==> config.mk <==
export PLATFORM = sky130hd
export DESIGN_NAME = pipeline_stall_ctrl_flat
export DESIGN_NICKNAME = d
export VERILOG_FILES = /design/src/rtl/pipeline_stall_ctrl_if.sv /design/src/rtl/pipeline_stall_ctrl.sv /design/src/flat_wrapper.sv
export SDC_FILE = /design/constraint.sdc
export NUM_CORES = 1
export LEC_CHECK = 0
export BUFFER_PORTS_ARGS = -buffer_cell sky130_fd_sc_hd__buf_4
export CORE_AREA = 2 2 93 95
export DETAILED_ROUTE_END_ITERATION = 16
export DIE_AREA = 0 0 95 97
export PLACE_DENSITY = 0.81
export SLEW_MARGIN = 20
export SYNTH_ARGS = -nofsm -noshare
export SYNTH_HDL_FRONTEND = slang
export SYNTH_SLANG_ARGS = --single-unit
==> constraint.sdc <==
create_clock -name clk -period 1.94 [get_ports clk]
set_input_delay 0.388 -clock clk [delete_from_list [all_inputs] [get_ports clk]]
set_output_delay 0.388 -clock clk [all_outputs]
set_load 0.03 [all_outputs]
==> src/rtl/pipeline_stall_ctrl_if.sv <==
// Stall/flush controller bus: hazard, memory-wait and branch inputs plus
// per-stage enables, flushes, PC redirect and the IF/ID instruction path.
interface pipeline_stall_ctrl_if #(
  parameter int XLEN  = 32,
  parameter int CNT_W = 16
);
  logic             hazard_stall;
  logic             IM_stall;
  logic             DM_stall;
  logic             branch_taken;
  logic [XLEN-1:0]  branch_target;
  logic [XLEN-1:0]  inst_in;
  logic             pc_we;
  logic             pc_sel_target;
  logic [XLEN-1:0]  pc_target;
  logic             if_id_we;
  logic             id_ex_we;
  logic             ex_mem_we;
  logic             mem_wb_we;
  logic             if_id_flush;
  logic             id_ex_flush;
  logic [XLEN-1:0]  inst_out;
  logic [CNT_W-1:0] stall_cnt;

  modport master (
    output hazard_stall, IM_stall, DM_stall,
    output branch_taken, branch_target, inst_in,
    input  pc_we, pc_sel_target, pc_target,
    input  if_id_we, id_ex_we, ex_mem_we, mem_wb_we,
    input  if_id_flush, id_ex_flush, inst_out, stall_cnt
  );

  modport slave (
    input  hazard_stall, IM_stall, DM_stall,
    input  branch_taken, branch_target, inst_in,
    output pc_we, pc_sel_target, pc_target,
    output if_id_we, id_ex_we, ex_mem_we, mem_wb_we,
    output if_id_flush, id_ex_flush, inst_out, stall_cnt
  );
endinterface

==> src/rtl/pipeline_stall_ctrl.sv <==
// Central stall/flush controller: freeze, redirect, load-use bubble,
// deferred redirect, fetch hold buffer, saturating stall counter.
// Ports: clk, rst (sync, active-high), bus (slave modport of the _if).
module pipeline_stall_ctrl #(
  parameter int XLEN  = 32,
  parameter int CNT_W = 16
) (
  input logic clk,
  input logic rst,
  pipeline_stall_ctrl_if.slave bus
);

  logic             r_flush_pending;
  logic [XLEN-1:0]  r_tgt_q;
  logic             r_hold_valid;
  logic [XLEN-1:0]  r_hold_q;
  logic [CNT_W-1:0] r_stall_cnt;

  logic w_mem_busy;
  logic w_redirect;
  logic w_do_redirect;
  logic w_pc_we;
  logic w_if_id_we;
  logic w_id_ex_we;
  logic w_ex_mem_we;
  logic w_mem_wb_we;
  logic w_if_id_flush;
  logic w_id_ex_flush;
  logic w_sel;

  assign w_mem_busy = bus.IM_stall | bus.DM_stall;
  assign w_redirect = bus.branch_taken | r_flush_pending;

  always_comb begin
    w_pc_we       = 1'b0;
    w_if_id_we    = 1'b0;
    w_id_ex_we    = 1'b0;
    w_ex_mem_we   = 1'b0;
    w_mem_wb_we   = 1'b0;
    w_if_id_flush = 1'b0;
    w_id_ex_flush = 1'b0;
    w_sel         = 1'b0;
    w_do_redirect = 1'b0;
    if (rst) begin
      w_pc_we = 1'b0;
    end else if (w_mem_busy) begin
      w_pc_we = 1'b0;
    end else if (w_redirect) begin
      // stalled instruction is killed by the flush, so no bubble needed
      w_pc_we       = 1'b1;
      w_if_id_we    = 1'b1;
      w_id_ex_we    = 1'b1;
      w_ex_mem_we   = 1'b1;
      w_mem_wb_we   = 1'b1;
      w_if_id_flush = 1'b1;
      w_id_ex_flush = 1'b1;
      w_sel         = 1'b1;
      w_do_redirect = 1'b1;
    end else if (bus.hazard_stall) begin
      w_id_ex_we    = 1'b1;
      w_id_ex_flush = 1'b1;
      w_ex_mem_we   = 1'b1;
      w_mem_wb_we   = 1'b1;
    end else begin
      w_pc_we     = 1'b1;
      w_if_id_we  = 1'b1;
      w_id_ex_we  = 1'b1;
      w_ex_mem_we = 1'b1;
      w_mem_wb_we = 1'b1;
    end
  end

  always_ff @(posedge clk) begin
    if (rst) begin
      r_flush_pending <= 1'b0;
      r_tgt_q         <= '0;
    end else if (w_do_redirect) begin
      r_flush_pending <= 1'b0;
    end else if (w_mem_busy && bus.branch_taken) begin
      r_flush_pending <= 1'b1;
      r_tgt_q         <= bus.branch_target;
    end
  end

  // a fetch returned while IF/ID is frozen is parked until IF/ID accepts it
  always_ff @(posedge clk) begin
    if (rst) begin
      r_hold_valid <= 1'b0;
      r_hold_q     <= '0;
    end else if (w_if_id_we) begin
      r_hold_valid <= 1'b0;
    end else if (!bus.IM_stall && !r_hold_valid) begin
      r_hold_valid <= 1'b1;
      r_hold_q     <= bus.inst_in;
    end
  end

  always_ff @(posedge clk) begin
    if (rst) begin
      r_stall_cnt <= '0;
    end else if (!w_pc_we && (r_stall_cnt != {CNT_W{1'b1}})) begin
      r_stall_cnt <= r_stall_cnt + 1'b1;
    end
  end

  assign bus.pc_we         = w_pc_we;
  assign bus.if_id_we      = w_if_id_we;
  assign bus.id_ex_we      = w_id_ex_we;
  assign bus.ex_mem_we     = w_ex_mem_we;
  assign bus.mem_wb_we     = w_mem_wb_we;
  assign bus.if_id_flush   = w_if_id_flush;
  assign bus.id_ex_flush   = w_id_ex_flush;
  assign bus.pc_sel_target = w_sel;
  assign bus.pc_target     = bus.branch_taken ? bus.branch_target : r_tgt_q;
  assign bus.inst_out      = (!rst && r_hold_valid) ? r_hold_q : bus.inst_in;
  assign bus.stall_cnt     = r_stall_cnt;

endmodule
==> src/flat_wrapper.sv <==
// flat-port wrapper written by rule: the top's interface ports become plain ports
module pipeline_stall_ctrl_flat 
#(
  parameter int XLEN  = 32,
  parameter int CNT_W = 16
)
  (clk, rst, bus_hazard_stall, bus_IM_stall, bus_DM_stall, bus_branch_taken, bus_branch_target, bus_inst_in, bus_pc_we, bus_pc_sel_target, bus_pc_target, bus_if_id_we, bus_id_ex_we, bus_ex_mem_we, bus_mem_wb_we, bus_if_id_flush, bus_id_ex_flush, bus_inst_out, bus_stall_cnt);
  pipeline_stall_ctrl_if #(.XLEN(XLEN), .CNT_W(CNT_W)) bus_i ();
  input logic clk;
  input logic rst;
  input wire logic [$bits(bus_i.hazard_stall)-1:0] bus_hazard_stall;
  input wire logic [$bits(bus_i.IM_stall)-1:0] bus_IM_stall;
  input wire logic [$bits(bus_i.DM_stall)-1:0] bus_DM_stall;
  input wire logic [$bits(bus_i.branch_taken)-1:0] bus_branch_taken;
  input wire logic [$bits(bus_i.branch_target)-1:0] bus_branch_target;
  input wire logic [$bits(bus_i.inst_in)-1:0] bus_inst_in;
  output wire logic [$bits(bus_i.pc_we)-1:0] bus_pc_we;
  output wire logic [$bits(bus_i.pc_sel_target)-1:0] bus_pc_sel_target;
  output wire logic [$bits(bus_i.pc_target)-1:0] bus_pc_target;
  output wire logic [$bits(bus_i.if_id_we)-1:0] bus_if_id_we;
  output wire logic [$bits(bus_i.id_ex_we)-1:0] bus_id_ex_we;
  output wire logic [$bits(bus_i.ex_mem_we)-1:0] bus_ex_mem_we;
  output wire logic [$bits(bus_i.mem_wb_we)-1:0] bus_mem_wb_we;
  output wire logic [$bits(bus_i.if_id_flush)-1:0] bus_if_id_flush;
  output wire logic [$bits(bus_i.id_ex_flush)-1:0] bus_id_ex_flush;
  output wire logic [$bits(bus_i.inst_out)-1:0] bus_inst_out;
  output wire logic [$bits(bus_i.stall_cnt)-1:0] bus_stall_cnt;
  assign bus_i.hazard_stall = bus_hazard_stall;
  assign bus_i.IM_stall = bus_IM_stall;
  assign bus_i.DM_stall = bus_DM_stall;
  assign bus_i.branch_taken = bus_branch_taken;
  assign bus_i.branch_target = bus_branch_target;
  assign bus_i.inst_in = bus_inst_in;
  assign bus_pc_we = bus_i.pc_we;
  assign bus_pc_sel_target = bus_i.pc_sel_target;
  assign bus_pc_target = bus_i.pc_target;
  assign bus_if_id_we = bus_i.if_id_we;
  assign bus_id_ex_we = bus_i.id_ex_we;
  assign bus_ex_mem_we = bus_i.ex_mem_we;
  assign bus_mem_wb_we = bus_i.mem_wb_we;
  assign bus_if_id_flush = bus_i.if_id_flush;
  assign bus_id_ex_flush = bus_i.id_ex_flush;
  assign bus_inst_out = bus_i.inst_out;
  assign bus_stall_cnt = bus_i.stall_cnt;
  pipeline_stall_ctrl #(.XLEN(XLEN), .CNT_W(CNT_W)) u_core (.clk(clk), .rst(rst), .bus(bus_i));
endmodule
# Word-level counts from Yosys, hierarchy flattened
# Index checks and enable logic that the tools add are counted.
[op_classes]
addsub = 1
eq_ne = 1
n_mux = 15
n_bitwise = 4
reduce_logical = 12
[ops]
columns = ["operator", "n"]
rows = [
  ["$mux W32", 2],
  ["$add A16 B1 Y16 const B", 1],
  ["$ne A16 B16 Y1 const B", 1],
  ["$mux W1", 13],
  ["$logic_and A1 B1 Y1", 4],
  ["$logic_not A1 Y1", 4],
  ["$reduce_and A2 Y1", 2],
  ["$reduce_or A2 Y1", 2],
  ["$not A1 Y1", 2],
  ["$or A1 B1 Y1", 2],
]
[word_totals]
ff_bits = 82
output_inout_bits = 88
wordCells = 38

# Longest topological paths before layout
[depth]
depth_word = 6
mapped_depth = 7
mapped_depth_nobuf = 5

# Least setup slack after synthesis
# No wires, ideal clock.
[synth_timing]
path_type = "input to output"
from = "input rst"
to = "output bus_pc_we"
arrival_ps = 1802
required_ps = 1552
setup_slack_ps = -250
path_stages = 5
cell_sequence = "or3_1 > buf_2 > nor2_1 > clkbuf_1 > buf_4"
[synth_via]
elab_chain_len = 1
[synth_rtl]
columns = ["element", "line_no", "rtl"]
rows = [
  ["start, declared", "flat_wrapper.sv:10", "input logic rst;"],
  ["$mux W1", "n/a", ""],
  ["end, declared", "flat_wrapper.sv:17", "output wire logic [$bits(bus_i.pc_we)-1:0] bus_pc_we;"],
]
# No other way between the ends.

# Worst setup path in the final report
[layout_timing]
from = "register u_core.r_hold_valid"
to = "output bus_inst_out[27]"
[layout_via]
elab_chain_len = 2
[layout_rtl]
columns = ["element", "line_no", "rtl"]
rows = [
  ["start, declared", "pipeline_stall_ctrl.sv:15", "logic r_hold_valid;"],
  ["start signal, assigned", "pipeline_stall_ctrl.sv:88", "r_hold_valid <= 1'b0;"],
  ["start signal, assigned", "pipeline_stall_ctrl.sv:91", "r_hold_valid <= 1'b0;"],
  ["start signal, assigned", "pipeline_stall_ctrl.sv:93", "r_hold_valid <= 1'b1;"],
  ["$logic_and A1 B1 Y1", "pipeline_stall_ctrl.sv:115", "assign bus.inst_out = (!rst && r_hold_valid) ? r_hold_q : bus.inst_in;"],
  ["$mux W32", "pipeline_stall_ctrl.sv:115", ""],
  ["end, declared", "flat_wrapper.sv:26", "output wire logic [$bits(bus_i.inst_out)-1:0] bus_inst_out;"],
]
# No other way between the ends.

==> impl_results.md <==
* IO Port Bufs at 157
* Yosys warns at 0
* Sink of the worst hold path: u_core.r_hold_valid
* Peak Freq at around 530 MHz
* Number of global-route vias before repair at about 3700
* Pwr Total at about 4.1 mW
* Drt pass-1 iters at 4
* CP max FO at 16
* # IOs at 158
* Hold_sp: bus_IM_stall
* Worst VDD drop at a little under 0.5 mV
* Pin slew with the least headroom to its limit at between 0.7 and 0.8 ns
* GRT Total Usage at between 20 and 25%
* Clk Tree Root Cell: clkbuf_8
* Setup crit end kind: output port
* Hold_buf cts at 0
* DP Worst Slack at about 0.011 ns
* Pin count of the biggest net entering global routing at 51
* Slew Limit Fails at 0
* DPL Wire Length at between 7000 and 8000 um
* Class of the worst hold path: input port to flip-flop
* RSZ-0062 raised after global routing: false
* Clock Path Buffers at 2
* Synthesized area at 3929 sq um
* Fin area at 5512 sq um
* CP cell instances: nand2_4 > buf_12 > mux2_2 > buf_4
* DR iter-0 viols at ~130
* Crit Path Class: flip-flop to output port
* Global-route wire length before repair at about 17000 um
* Final number of hold-violating endpoints at 0
* Slew margin rel. at roughly half
* Endpoints failing setup at 0
* CTS H-tree depth at 3
* GRT overflow at 0
* Syn Area/Cell at around 8.4 sq um
* Die ar. at 9215 sq um
* Worst skew pair latency at 0.34 ns
* Final min period at 1.877 ns
* Tcrit/Tclk final at between 90% and 100%
* Top cells by area, synth: dfxtp_1, mux2_2, nand2_1
* Status: complete, no violations
* # rows at 33
* Pwr dens at between 700 and 800 nW/um^2
* Post-synth EDFFs at 0
* Synthesized instance count at roughly 470
* Async SR Flop Fraction at 0%
* Clk pin slew, worst setup/hold paths at ~0.08 ns
* Gpl congestion at ~0.83
* Vias at 3815
* Final wirelength at just over 10000 um
* WP data arrival at 1.49 ns
* Mapped Nets at approximately 540
* Num CTS Buffers at 9
* Nature of the critical path startpoint: flip-flop
* Final layout net count at about 700
* Post-DR wirelength/cell at roughly 14 um
* Fraction of layout cells with a size suffix above 1 at between 40% and 50%
* Worst setup margin at 0.06333 ns
* Synth area leader: dfxtp_1
* RR Endpoint: u_core.bus.stall_cnt[6]
* Slack of the worst reg-to-reg path at about 0.16 ns
* Starting Density at approximately half
* Required @ worst endpoint at approximately 1.6 ns
* Initial antenna violation count at 0
* WHS at 0.2922 ns
* Setup TNS at 0 ns
* Die W at 95 um
* Post-synthesis cell type count at 38
* Worst Reg-to-Reg Cells at 6
* Vias per cell at about 5.3
* Slowest cell on the critical path: mux2_2
* Max-cap violations at 0
* Ys flop type: dfxtp_1
* Part of the Yosys area used for sequential elements at 41.78%
* DRC at 0
* Post-Route Skew at between 0.005 and 0.006 ns
* Postcts setup bufs at 0
* Clk sinks at 82
* Core Region at approximately 8100 sq um
* P_leak at 2.396 nW
* Hold path depth at 2
* CTS tree: done
* Synthesis-to-finish area growth at 40.29%
* Area after DPL at ~5300 sq um
* Reg-to-Reg Start: u_core.bus.stall_cnt[0]
* Slowest stage delay, CP at approximately 0.36 ns
* Most frequent cells in the layout: buf_4, nand2_1, dfxtp_1, a21oi_1, mux2_2
* Synth top area share at approximately two fifths
* Synth Register Bits at 82
* Routed Antenna Nets at 0
* Die H at 97 um
* Number of diodes at 0
* Most common cell after layout, fill and taps aside: buf_4
==> worst max-delay path, delay by kind of cell (launching register included) <==
| kind | cells | cell delay, ns |
|---|---|---|
| buf+inv | 2 | 0.33 |
| mux | 1 | 0.36 |
| flops | 1 | 0.35 |
| simple gates | 1 | 0.10 |
==> registers in the layout, summed over array words and instances, names as in the netlist <==
| register | count |
|---|---|
| u_core.r_hold_q | 32 |
| u_core.r_tgt_q | 32 |
| u_core.bus.stall_cnt | 16 |
| u_core.r_flush_pending | 1 |
| u_core.r_hold_valid | 1 |
==> worst max path at each step <==
stage	cells past startpoint	slack (ns)	startpoint	end
2_1_floorplan	5	-0.02	rst	bus_pc_we
3_3_place_gp	4	-0.005	bus_branch_taken	u_core.r_tgt_q[29]
3_5_place_dp	7	0.01	bus_IM_stall	u_core.bus.stall_cnt[5]
4_1_cts	4	0.02	u_core.r_hold_valid	bus_inst_out[27]
5_1_grt	4	0.02	u_core.r_hold_valid	bus_inst_out[27]
6_report	4	0.06	u_core.r_hold_valid	bus_inst_out[27]
==> cells by family (layout without fill, tap and decap cells) <==
group           after synthesis  after routing  share of synthesized area [%]
flops                        82             82                          41.78
mux                          66             66                          18.89
compound gates              101            101                          14.33
fa+ha+maj                     1              1                         0.3184
simple gates                177            177                          20.19
buf+inv                      40            191                          4.490
==> through the flow <==
| stage | cells | utilization [%] |
|---|---|---|
| after CTS | 723 | 67.68 |
| after floorplan | 467 | - |
| after global placement | 707 | 64.53 |
| after global routing | 723 | 67.76 |
| final | 723 | 67.76 |
| after detailed placement | 707 | 64.59 |
==> layer usage <==
metal  track usage (%)  wire [um]  vias to the layer above  share of wire (%)
li1                  -          -                     1907                  -
met1             27.06       4523                     1766                 44
met2             37.26       4931                      128                 47
met3             5.296        734                       14                7.1
met4             7.804        193                        0                1.9
met5                 0          0                        -                  0
==> final cells by class <==
type,count,area [sq um]
multi-input cells,345,2145
clock buffers,10,137.6
repair buffers,172,1361
well taps,105,131.4
clock inverters,5,78.83
inverters,4,15.01
fillers,664,2623
flip-flops and latches,82,1643
==> what timing repair did <==
action | CTS | global route
gates resized for setup | 3 | 2
setup endpoints to repair | 14 | 4
cloned | 1 | 0
endpoints found under the hold margin | 0 | 0
==> Yosys cell counts (6+ instances only) <==
cell,n
a21oi_1,76
buf_1,7
buf_2,9
clkbuf_1,16
dfxtp_1,82
mux2_2,65
nand2_1,133
nand4_1,7
nor2_1,8
o21ai_0,6
o31ai_1,7
or4_1,7
==> power by group <==
group | leakage [nW] | internal [mW] | switching (mW) | total [mW]
Clock | 0.112 | 0.751 | 0.591 | 1.34
Sequential | 0.672 | 1.77 | 0.0488 | 1.82
Combinational | 1.61 | 0.431 | 0.542 | 0.973
No activity file was read; power rests on OpenSTA's default activity.
